$ cat src/rtl/fp_div_unit.sv
// ---------------------------------------------------------------------------
// fp_div_unit
// Iterative IEEE-754 binary32 divider for fdiv.s. The dividend comes from
// frs1 and the divisor from frs2. The quotient feeds the fourth input of the
// FP destination-write select mux. The core stalls while busy is high.
// Rounding is always round-to-nearest-even, and subnormal inputs are treated
// as signed zero. Results that would be subnormal are flushed to zero.
//
// Ports
//   clk    : clock; all state updates on the rising edge
//   rst    : synchronous active-high reset; abandons any divide in flight
//   start  : request; sampled only in IDLE
//   op_a   : dividend, captured on the accepting edge
//   op_b   : divisor, captured on the accepting edge
//   busy   : high in every state except IDLE
//   done   : one-cycle pulse; result and flags are valid
//   result : quotient; held until the next accepted start
//   flags  : {NV,DZ,OF,UF,NX}; held together with result
// ---------------------------------------------------------------------------
module fp_div_unit #(
   parameter logic [31:0] CANON_NAN = 32'h7FC00000
) (
   input  logic        clk,
   input  logic        rst,
   input  logic        start,
   input  logic [31:0] op_a,
   input  logic [31:0] op_b,
   output logic        busy,
   output logic        done,
   output logic [31:0] result,
   output logic [4:0]  flags
);

   typedef enum logic [1:0] {
      S_IDLE,
      S_DIV,
      S_ROUND,
      S_DONE
   } state_t;

   state_t r_state;
   state_t w_nextState;

   logic [4:0]  r_count;
   logic        r_sign;
   logic [9:0]  r_exp;
   logic [23:0] r_divisor;
   logic [25:0] r_rem;
   logic [26:0] r_q;
   logic [31:0] r_result;
   logic [4:0]  r_flags;

   // Operand field decode
   logic [7:0]  w_expA, w_expB;
   logic [22:0] w_fracA, w_fracB;
   logic        w_aZero, w_bZero, w_aInf, w_bInf;
   logic        w_aNan, w_bNan, w_aSnan, w_bSnan;
   logic        w_sign;

   assign w_expA  = op_a[30:23];
   assign w_expB  = op_b[30:23];
   assign w_fracA = op_a[22:0];
   assign w_fracB = op_b[22:0];
   assign w_sign  = op_a[31] ^ op_b[31];

   // A zero exponent covers both true zeros and subnormals, which are flushed
   assign w_aZero = (w_expA == 8'd0);
   assign w_bZero = (w_expB == 8'd0);
   assign w_aInf  = (w_expA == 8'hFF) && (w_fracA == 23'd0);
   assign w_bInf  = (w_expB == 8'hFF) && (w_fracB == 23'd0);
   assign w_aNan  = (w_expA == 8'hFF) && (w_fracA != 23'd0);
   assign w_bNan  = (w_expB == 8'hFF) && (w_fracB != 23'd0);
   assign w_aSnan = w_aNan && !w_fracA[22];
   assign w_bSnan = w_bNan && !w_fracB[22];

   // Special-operand classification. The checks are ordered so that NaN
   // inputs win over everything else, and invalid forms win over infinities
   // and divide-by-zero.
   logic        w_special;
   logic [31:0] w_specResult;
   logic [4:0]  w_specFlags;

   always_comb begin
      w_special    = 1'b1;
      w_specResult = 32'h0;
      w_specFlags  = 5'h0;
      if (w_aNan || w_bNan) begin
         w_specResult = CANON_NAN;
         w_specFlags  = {(w_aSnan || w_bSnan), 4'b0000};
      end else if ((w_aZero && w_bZero) || (w_aInf && w_bInf)) begin
         w_specResult = CANON_NAN;
         w_specFlags  = 5'b10000;
      end else if (w_aInf) begin
         w_specResult = {w_sign, 8'hFF, 23'd0};
      end else if (w_bZero) begin
         w_specResult = {w_sign, 8'hFF, 23'd0};
         w_specFlags  = 5'b01000;
      end else if (w_aZero || w_bInf) begin
         w_specResult = {w_sign, 31'd0};
      end else begin
         w_special = 1'b0;
      end
   end

   // One restoring-division step: subtract the divisor when it fits, then
   // shift the partial remainder left for the next quotient bit.
   logic [26:0] w_trial;
   logic        w_fits;
   logic [25:0] w_remSel;

   assign w_trial  = {1'b0, r_rem} - {3'b000, r_divisor};
   assign w_fits   = !w_trial[26];
   assign w_remSel = w_fits ? w_trial[25:0] : r_rem;

   // Normalise, round to nearest even and range-check the finished quotient.
   // The quotient lies in (0.5, 2), so the only normalisation needed is a
   // one-bit shift when the top bit is clear.
   logic [23:0]        w_mant;
   logic               w_guard;
   logic               w_sticky;
   logic [9:0]         w_expAdj;
   logic               w_roundUp;
   logic [24:0]        w_mantSum;
   logic signed [9:0]  w_expFinal;
   logic [22:0]        w_fracOut;
   logic               w_inexact;
   logic [31:0]        w_roundResult;
   logic [4:0]         w_roundFlags;

   always_comb begin
      w_mant        = r_q[26:3];
      w_guard       = r_q[2];
      w_sticky      = (r_rem != 26'd0) || (r_q[1:0] != 2'b00);
      w_expAdj      = r_exp;
      w_roundResult = 32'h0;
      w_roundFlags  = 5'h0;
      if (!r_q[26]) begin
         w_mant   = r_q[25:2];
         w_guard  = r_q[1];
         w_sticky = (r_rem != 26'd0) || r_q[0];
         w_expAdj = r_exp - 10'd1;
      end
      w_roundUp  = w_guard && (w_sticky || w_mant[0]);
      w_mantSum  = {1'b0, w_mant} + {24'd0, w_roundUp};
      w_expFinal = $signed(w_expAdj + {9'd0, w_mantSum[24]});
      w_fracOut  = w_mantSum[24] ? w_mantSum[23:1] : w_mantSum[22:0];
      w_inexact  = w_guard || w_sticky;
      if (w_expFinal >= 10'sd255) begin
         w_roundResult = {r_sign, 8'hFF, 23'd0};
         w_roundFlags  = 5'b00101;
      end else if (w_expFinal <= 10'sd0) begin
         w_roundResult = {r_sign, 31'd0};
         w_roundFlags  = 5'b00011;
      end else begin
         w_roundResult = {r_sign, w_expFinal[7:0], w_fracOut};
         w_roundFlags  = {4'b0000, w_inexact};
      end
   end

   // State register
   always_ff @(posedge clk) begin
      if (rst) begin
         r_state <= S_IDLE;
      end else begin
         r_state <= w_nextState;
      end
   end

   // Next-state logic. Special operands skip the divide and go straight to
   // DONE; start is ignored everywhere except IDLE.
   always_comb begin
      w_nextState = r_state;
      case (r_state)
         S_IDLE:  if (start) w_nextState = w_special ? S_DONE : S_DIV;
         S_DIV:   if (r_count == 5'd26) w_nextState = S_ROUND;
         S_ROUND: w_nextState = S_DONE;
         S_DONE:  w_nextState = S_IDLE;
         default: w_nextState = S_IDLE;
      endcase
   end

   // Datapath: capture operands on acceptance, iterate the divider, and
   // register the final result. result/flags only change on reset, on a
   // special-operand acceptance or at the end of ROUND.
   always_ff @(posedge clk) begin
      if (rst) begin
         r_count   <= 5'd0;
         r_sign    <= 1'b0;
         r_exp     <= 10'd0;
         r_divisor <= 24'd0;
         r_rem     <= 26'd0;
         r_q       <= 27'd0;
         r_result  <= 32'h0;
         r_flags   <= 5'h0;
      end else begin
         case (r_state)
            S_IDLE: begin
               if (start) begin
                  r_count   <= 5'd0;
                  r_sign    <= w_sign;
                  r_exp     <= {2'b00, w_expA} - {2'b00, w_expB} + 10'd127;
                  r_divisor <= {1'b1, w_fracB};
                  r_rem     <= {3'b001, w_fracA};
                  r_q       <= 27'd0;
                  if (w_special) begin
                     r_result <= w_specResult;
                     r_flags  <= w_specFlags;
                  end
               end
            end
            S_DIV: begin
               r_count <= r_count + 5'd1;
               r_q     <= {r_q[25:0], w_fits};
               r_rem   <= w_remSel << 1;
            end
            S_ROUND: begin
               r_result <= w_roundResult;
               r_flags  <= w_roundFlags;
            end
            default: begin
            end
         endcase
      end
   end

   assign busy   = (r_state != S_IDLE);
   assign done   = (r_state == S_DONE);
   assign result = r_result;
   assign flags  = r_flags;

endmodule
$ cat config.mk
export PLATFORM = sky130hd
export DESIGN_NAME = fp_div_unit
export DESIGN_NICKNAME = d
export VERILOG_FILES = /design/src/rtl/fp_div_unit.sv
export SDC_FILE = /design/constraint.sdc
export NUM_CORES = 1
export LEC_CHECK = 0
export CORE_UTILIZATION = 55
export DETAILED_ROUTE_END_ITERATION = 16
export PLACE_DENSITY = 0.84
export SLEW_MARGIN = 30
export SYNTH_ARGS = -nofsm -noshare
export SYNTH_HDL_FRONTEND = slang
export SYNTH_SLANG_ARGS = --single-unit
export TNS_END_PERCENT = 30
$ cat constraint.sdc
create_clock -name clk -period 19.7 [get_ports clk]
set_clock_uncertainty 0.2 [all_clocks]
set_input_delay 3.94 -clock clk [delete_from_list [all_inputs] [get_ports clk]]
set_output_delay 3.94 -clock clk [all_outputs]
set_load 0.02 [all_outputs]
======== Word level (Yosys, flattened, before mapping) ========
Index checks and enable logic that the tools add are counted.
operators by class
  add/subtract/negate cells ............... 7
  order comparisons ....................... 2
  equal/unequal tests ..................... 9
  mux-type cells .......................... 40
  bitwise logic cells ..................... 1
  reduce and logical (&&, ||, !) cells .... 36
operators with widths
  cell                    count
  $mux W32                7
  $pmux W32 S2            1
  $mux W31                2
  $pmux W27 S2            1
  $pmux W26 S2            1
  $logic_not A23 Y1       2
  $reduce_bool A23 Y1     2
  $mux W27                1
  $sub A26 B24 Y27        1
  $mux W26                1
  $reduce_bool A26 Y1     1
  $add A24 B1 Y25         1
  $mux W25                1
  $mux W5                 5
  $mux W24                1
  $mux W23                1
  $pmux W5 S2             2
  $eq A8 B8 Y1 const B    2
  $logic_not A8 Y1        2
  $add A10 B1 Y10         1
  $add A9 B8 Y10 const B  1
  $ge A10 B9 Y1 const B   1
  $le A10 B1 Y1 const B   1
  $mux W10                1
  other kinds (20)        55
word-level totals
  register bits after elaboration ......... 132
  bits of input ports ..................... 67
  word-level logic and storage cells ...... 104

======== Logic depth before layout (Yosys ltp) ========
Gate-level depths: netlist of run 1.
  depth in word-level cells ............... 11
  gate-level depth with buffers ........... 26

======== Worst setup path before layout of run 1 ========
OpenSTA, ideal clock, no wires.
  kind .................................... register to register
  from .................................... register r_q[26]
  to ...................................... register r_result[20] (netlist: result[20])
  library setup time ...................... 0.083 ns
  arrival ................................. 6.811 ns
  path slack .............................. 12.606 ns
  stages on the path, launching flop included .. 27
  buffers on the path ..................... 7
  cells stage by stage .................... dfxtp_1 -> buf_2 -> buf_2 -> buf_1 -> buf_1 -> clkbuf_1 -> buf_1 -> nand2_1 -> a21boi_0 -> ha_1 -> nand3_1 -> nor3b_1 -> nand4_1 -> nor4_1 -> o211ai_1 -> inv_1 -> ha_1 -> ha_1 -> nand2_1 -> mux2_2 -> a2111oi_4 -> a21boi_0 -> a211oi_1 -> nand3_1 -> or3b_1 -> buf_6 -> o31ai_4
on the way
  word-level cells in the longest chain between the ends .. 9
  elaborated cells on any way between the ends .. 14
RTL lines
  item                                 line  text
  start, declared                      49    logic [26:0] r_q;
  start signal, assigned               213   r_q <= {r_q[25:0], w_fits};
  $mux W1 or $mux W24 (tied branches)  137   if (!r_q[26]) begin
  $logic_or A1 B1 Y1                   143   w_roundUp = w_guard && (w_sticky || w_mant[0]);
  $logic_and A1 B1 Y1                  143
  $add A24 B1 Y25                      144   w_mantSum = {1'b0, w_mant} + {24'd0, w_roundUp};
  $add A10 B1 Y10                      145   w_expFinal = $signed(w_expAdj + {9'd0, w_mantSum[24]});
  $le A10 B1 Y1                        151   end else if (w_expFinal <= 10'sd0) begin
  $mux W31                             151
  $mux W31 *                           148   if (w_expFinal >= 10'sd255) begin
  $pmux W32 S2 *                       196   case (r_state)
  end signal, assigned                 206   r_result <= w_specResult;
  end signal, assigned                 217   r_result <= w_roundResult;
  end, declared                        50    logic [31:0] r_result;
Every way passes the cells marked *; elsewhere a longest branch is shown, timed or not.
A chain may end at the register's enable or synchronous reset.

======== Worst setup path in the final report of run 1 ========
  from .................................... input op_b[24]
  to ...................................... register r_result[11] (netlist: result[11])
on the way
  word-level cells in the longest chain between the ends .. 10
  elaborated cells on any way between the ends .. 23
RTL lines
  item                         line    text
  start, declared              27      input logic [31:0] op_b,
  $eq A8 B8 Y1                 70, 72
  $logic_and A1 B1 Y1          70      assign w_bInf = (w_expB == 8'hFF) && (w_fracB == 23'd0);
  $logic_or A1 B1 Y1           98      end else if (w_aZero || w_bInf) begin
  $mux W1                      98
  $mux W1                      95      end else if (w_bZero) begin
  $mux W1                      93      end else if (w_aInf) begin
  $mux W1                      90      end else if ((w_aZero && w_bZero) || (w_aInf && w_bInf)) begin
  $mux W1                      87      if (w_aNan || w_bNan) begin
  $ne A2 B2 Y1 (no line)       n/a
  $reduce_and A3 Y1 (no line)  n/a
Parallel ways exist; a longest one is shown, timed or not. The select of a mux whose other input is x is not followed.

==> results_dict.tcl, run 1 <==
set metrics [dict create \
    status "completed" \
    die_area_mm2 0.01643 \
    wire_per_inst_um 16.78 \
    cp_max_fo 11 \
    min_period_ns 7.183 \
    syn2layout_area_growth_pct 19.71 \
    die_h_um 128.2 \
    postCtsSetupBuffers 0 \
    clock-sinks 132 \
    hold_class "flip-flop to flip-flop" \
    io_pins 106 \
    antenna_found_initial 0 \
    hold-worst-slack_ns 0.2510 \
    startpoint_type "input port" \
    grt_overflow 0 \
    antenna_cells 0 \
    slew_violations 0 \
    yosysWarnings 0 \
    dp.final_hpwl_um 16890 \
    fin_crit_sh_pct 36.46 \
    r2r_setup_slack_ns 12.55 \
    layout-drive-gt1-share_pct 5.843 \
    path_class "input port to flip-flop" \
    tightest_slew_ns 0.9771 \
    setup_viol 0 \
    nFillCells 1258 \
    syn_area_mm2 0.008758 \
    grt_first_pass_wirelength_um 38760 \
    die_x_um 128.2 \
    cp.required_ns 19.88 \
    post_cts_resize_count 0 \
    finalNetCount 1297 \
    drt_iter0_drc 730 \
    grt_util_all_layers_pct 29.51 \
    syn_nets 1233 \
    viasPerCell 6.182 \
    fp-row-count 45 \
    power_density_mw_per_mm2 146.4 \
    critPathBufInv 2 \
    slowest_delay_ns 0.62 \
    coreArea_mm2 0.01537 \
    grt_max_degree 93 \
    ctsHoldBuffers 0 \
    timing.fmax_ghz 0.1392 \
    cp.arrival_ns 7.36 \
    ys.flop_type "dfxtp_1" \
    cts.path.max_buffers 2 \
    clk_transition_reported_paths_ns 0.07 \
    synth_edf_count 0 \
    ctsRootBufferMaster "clkbuf_16" \
    tns_ns 0 \
    ys_seq_area_share_pct 30.17 \
    crit_chain "clkdlybuf4s50_1 -> inv_1 -> or4_1 -> a41oi_1 -> mux2_2 -> nand2_1 -> or4b_1 -> nor3_2 -> a22o_1" \
    num_vias 8710 \
    cp-end-kind "flip-flop" \
    drc 0 \
    cap_violations 0 \
    synth_cells 1121 \
    initial_core_util_pct 56.98 \
    first_pass_iters 6 \
    crit_slowest_cell "or4_1" \
    synth_cell_type_count 78 \
    clkLatencyLatePin_ns 0.43 \
    p_leak_nw 3.872 \
    grt_pass1_vias 8008 \
    ys_seq_elements 132 \
    port_buffers 105 \
    gp_congestion 0.9357 \
    ant_nets 0 \
    slew_headroom_pct 34.26 \
    utilization_pct 68.21 \
    rsz0062_at_grt "false" \
    numCtsBuffers 17 \
    timing.final.hold_violations 0 \
    cp_top_family "simple AND/OR/NAND/NOR gates" \
    synth_area_leader_cell "dfxtp_1" \
    wirelength_um 23640 \
    vdd_drop_max_mv 0.08242 \
    synth.avg_cell_area_um2 7.813 \
    ys_async_sr_fraction_pct 0 \
    cts_tree "done" \
    synth_area_leaders "dfxtp_1 (30%), ha_1 (6.1%), nand2_1 (5.2%)" \
    htree_levels 4 \
    synth_top_cell_area_share_pct 30.17 \
]
==> report_power, final <==
group          total, W  switching, W  internal, W
Clock          0.000318      0.000139     0.000180
Sequential     0.000361     0.0000488     0.000312
Combinational  0.000856      0.000500     0.000355
==> synth_stat cells, types with 8 or more instances <==
| cell | instances |
|---|---|
| dfxtp_1 | 132 |
| nand2_1 | 122 |
| nor2_1 | 102 |
| a21oi_1 | 77 |
| inv_1 | 62 |
| clkbuf_1 | 55 |
| a22oi_1 | 51 |
| ha_1 | 43 |
| xnor2_1 | 34 |
| o21ai_0 | 33 |
| mux2i_1 | 30 |
| nor3_1 | 30 |
| nor4_1 | 27 |
| a211oi_1 | 19 |
| a311oi_1 | 18 |
| nand3_1 | 18 |
| nand4_1 | 18 |
| nor2b_1 | 16 |
| o22ai_1 | 16 |
| a31oi_1 | 14 |
| a21o_1 | 13 |
| xor2_1 | 12 |
| a22o_1 | 11 |
| and3_1 | 11 |
| or3_1 | 11 |
| nand2b_1 | 10 |
| and2_1 | 8 |
| buf_1 | 8 |
==> worst register-to-register path: stages, from the launching register on <==
cell and delay (ns):
dfxtp_2 0.44, nand2b_1 0.27, a21boi_0 0.19, ha_1 0.23, nand3_1 0.13, nor3b_1 0.57, nand4_1 0.37, nor4_1 0.92
o211ai_1 0.41, inv_1 0.15, ha_1 0.18, ha_1 0.23, nand2_1 0.07, mux2_2 0.33, a2111oi_4 0.49, a21boi_0 0.15
a211oi_1 0.50, a31oi_1 0.33, nor3_2 0.68, a22o_1 0.23
==> metal layers <==
metal,GRT usage [%],wire [um],vias to the layer above
li1,-,-,4260
met4,12.39,710,0
met5,0,0,-
met2,48.78,11080,336
met3,6.302,1528,57
met1,37.11,10320,4057
==> final cells by class <==
class / instances / area [um^2] / share of cell area, %
repair buffers: 113 / 1109 / 10.57
clock buffers: 17 / 425.4 / 4.057
inverters: 63 / 236.5 / 2.255
clock inverters: 15 / 161.4 / 1.539
flip-flops and latches: 132 / 2644 / 25.21
multi-input cells: 858 / 5645 / 53.84
well taps: 211 / 264.0 / 2.518
==> logic make-up after synthesis <==
kind of cell	count (synthesis)	share of synthesized area, %
DFF	132	30.17
AOI/OAI and AO/OA	327	26.01
muxes	36	4.200
adders and majority gates	45	6.600
buffers and inverters	131	5.757
and+or+nand+nor	403	22.40
xor gates and xnor gates	47	4.857
==> through the flow <==
stage | setup slack (ns) | total power (W) | cells | instance area, um^2
4_1_cts | 12.54 | 0.001521 | 1409 | 10480
3_3_place_gp | 12.00 | 0.001179 | 1377 | 9884
5_1_grt | 11.98 | 0.001639 | 1409 | 10490
2_1_floorplan | 12.61 | 0.001008 | 1121 | 8758
3_5_place_dp | 12.12 | 0.001199 | 1377 | 9893
6_report | 12.52 | 0.001535 | 1409 | 10490
==> flip-flops by register name, summed over array words and instances (netlist names) <==
register / count
result: 32
r_q: 27
r_divisor: 24
r_count: 5
r_sign: 1
r_exp: 10
r_rem: 26
r_state: 2
flags: 5
==> cell usage in the layout (no fill, tap or decap), types with 5 or more instances in the layout <==
cell type          n
a22o_1            11
nand2b_1          10
nand2_1          122
o31ai_1            7
o21ai_0           33
mux2_2             6
o21ai_1            5
inv_6              6
xor2_1            12
a21boi_0           6
o21a_1             5
nand4_1           18
a211oi_1          19
or3_1             11
and3_1            11
a311oi_1          18
dfxtp_1          131
o22ai_1           16
or2_2              7
ha_1              43
nor3_1            29
xnor2_1           34
mux2i_1           29
nor4_1            27
a21oi_1           75
inv_1             62
a31oi_1           14
a22oi_1           51
clkdlybuf4s50_1  104
nor2_1           100
a21o_1            13
o211ai_1           7
buf_4              9
nor2b_1           16
and2_1             8
clkbuf_16         17
nand3_1           18
==> path summary, 6_finish.rpt <==
check	from	to	depth (start not counted)
setup reg to reg	r_q[26]	result[11]	19
hold / removal	result[16]	result[16]	2
hold reg to reg	result[16]	result[16]	2
setup / recovery	op_b[24]	result[11]	9
Note: power is estimated with default switching activity, not from simulation.
==> run 2, diff against run 1 <==
clock period = 7.5 ns   (was 19.7 ns; I/O delays follow)
==> run 2 against run 1 <==
  * Flip-flop and latch count did not move
  * Core utilization rose by 0.36 points
  * Critical endpoint is now result[21]
  * Worst setup slack got worse by 12 ns
  * Routed wire length fell by 0.46%
  * Register-to-register slack got worse by 12 ns
  * Cell count did not move
  * Sequential power rose to 2.6 times the previous value
  * Critical path depth rose by 11
  * Die area did not move
==> results_dict.tcl, run 2 (synthesis results as in run 1) <==
set metrics [dict create \
    status "completed" \
    largest_reg_flops 32 \
    tns_ns 0 \
    cts_tree "done" \
    cp-end-kind "flip-flop" \
    placedInstanceArea_mm2 0.009893 \
    min_to "result[16]" \
    cp.arrival_ns 7.06 \
    final_common_cell "dfxtp_1" \
    crit_slowest_cell "nor4_1" \
    p_switching_w 0.001800 \
    clkPwrFrac_pct 22.6 \
    drt_iter0_drc 771 \
    layout-drive-gt1-share_pct 5.843 \
    finalNetCount 1297 \
    nFillCells 1289 \
    final_cell_mix "dfxtp_1 (131), nand2_1 (122), clkdlybuf4s50_1 (104)" \
    wirelength_um 23530 \
    gp_congestion 0.9402 \
    hold_depth 2 \
    cp_max_fo 28 \
    setup_viol 0 \
    timing.final.hold_violations 0 \
    io_pins 106 \
    hold_class "flip-flop to flip-flop" \
    clkLatencyLatePin_ns 0.44 \
    port_buffers 105 \
    netSwitchingFraction_pct 43.84 \
    die_area_mm2 0.01643 \
    clock-sinks 132 \
    coreArea_mm2 0.01537 \
    grt_util_all_layers_pct 29.76 \
    slowest_delay_ns 0.76 \
    comb_power_share_pct 54.4 \
    layout_setup_ws_ns 0.6157 \
    path_class "flip-flop to flip-flop" \
    reg2reg_from "r_q[26]" \
    cp_top_family "simple AND/OR/NAND/NOR gates" \
    cp.required_ns 7.68 \
    post_cts_resize_count 0 \
    dp.final_hpwl_um 16550 \
    die_x_um 128.2 \
    clk_transition_reported_paths_ns 0.06 \
    antenna_cells 0 \
    pwr-share-seq_pct 23.1 \
    drc 0 \
    wire_per_inst_um 16.70 \
    min_period_ns 6.884 \
    r2r_setup_slack_ns 0.62 \
    postCtsSetupBuffers 0 \
    cellInternalPower_w 0.002305 \
    post-place-ws_ns 0.8790 \
    slew_violations 0 \
    ctsHoldBuffers 0 \
    startpoint_type "flip-flop" \
    worstRegToRegCells 20 \
    tightest_slew_ns 0.9031 \
    grt_pass1_vias 8119 \
    vdd_drop_max_mv 0.2462 \
    ctsRootBufferMaster "clkbuf_16" \
    initial_core_util_pct 56.98 \
    grt_overflow 0 \
    cap_violations 0 \
    htree_levels 4 \
    cpMostUsedCell "ha_1" \
    cts.path.max_buffers 2 \
    rsz0062_at_grt "false" \
    die_h_um 128.2 \
    critPathBufInv 2 \
    numCtsBuffers 17 \
    design_area_mm2 0.01054 \
    hold_path.startpoint "result[16]" \
    slew_headroom_pct 38.23 \
    first_pass_iters 7 \
    p_leak_nw 3.893 \
    fp-row-count 45 \
    antenna_found_initial 0 \
    ant_nets 0 \
    r2r-end "result[21]" \
    crit_chain "buf_4 -> nand2_1 -> a21boi_0 -> ha_1 -> nand3_1 -> nor3b_1 -> nand4_1 -> nor4_1 -> o211ai_1 -> inv_1 -> ha_1 -> ha_1 -> nand2_1 -> mux2_2 -> a2111oi_4 -> a21boi_0 -> a211oi_1 -> a31oi_1 -> nor3_2 -> a22o_1" \
    utilization_pct 68.57 \
    fin_crit_sh_pct 91.79 \
    timing.fmax_ghz 0.1453 \
    grt_max_degree 83 \
    power_density_mw_per_mm2 389.5 \
    viasPerCell 6.152 \
    grt_first_pass_wirelength_um 39190 \
    num_vias 8668 \
    syn2layout_area_growth_pct 20.34 \
]
-- run 2: cell type report --
class	count	area (um^2)	share of cell area, %
clock buffer	17	425.4	4.036
clock inverter	15	216.5	2.054
inverter	63	236.5	2.244
multi-input combinational	858	5645	53.56
sequential	132	2644	25.08
tap	211	264.0	2.505
timing repair buffer	113	1109	10.52
-- run 2: worst max path at each step --
stage	from	to	slack (ns)	depth (start not counted)
2_1_floorplan	r_q[26]	result[20]	0.41	26
3_3_place_gp	r_q[26]	result[21]	0.81	20
3_5_place_dp	r_q[26]	result[9]	0.88	20
4_1_cts	r_q[26]	result[21]	0.78	20
5_1_grt	r_q[26]	result[21]	0.21	20
6_report	r_q[26]	result[21]	0.62	20
-- run 2: worst register-to-register path, cell delays in order (launching register included) --
cell       delay (ns)
dfxtp_2          0.33
buf_4            0.29
nand2_1          0.08
a21boi_0         0.18
ha_1             0.23
nand3_1          0.13
nor3b_1          0.53
nand4_1          0.31
nor4_1           0.76
o211ai_1         0.40
inv_1            0.16
ha_1             0.20
ha_1             0.22
nand2_1          0.07
mux2_2           0.33
a2111oi_4        0.46
a21boi_0         0.17
a211oi_1         0.52
a31oi_1          0.30
nor3_2           0.71
a22o_1           0.24
-- run 2: metrics by stage --
stage / total power [W] / hold WS (ns) / cells
floorplan: 0.002648 / 0.2363 / 1121
CTS: 0.004064 / 0.2531 / 1409
detailed placement: 0.003125 / 0.2442 / 1377
global placement: 0.003073 / 0.2395 / 1377
finish: 0.004105 / 0.2473 / 1409
global route: 0.004393 / 0.2782 / 1409
-- run 2: power groups by stage --
stage | clock, W | sequential [W] | combinational (W)
floorplan | 0 | 0.000921 | 0.00173
global placement | 0 | 0.000952 | 0.00212
detailed placement | 0 | 0.000955 | 0.00217
CTS | 0.000926 | 0.000941 | 0.00220
global route | 0.000961 | 0.000962 | 0.00247
finish | 0.000926 | 0.000947 | 0.00223
-- run 2: metal layers --
metal  vias to the layer above  routed length (um)  global-route usage (%)
met5                         -                   0                       0
met2                       315               11030                   49.06
met4                         0                 754                   12.94
met3                        60                1438                   6.177
li1                       4265                   -                       -
met1                      4028               10300                   37.51
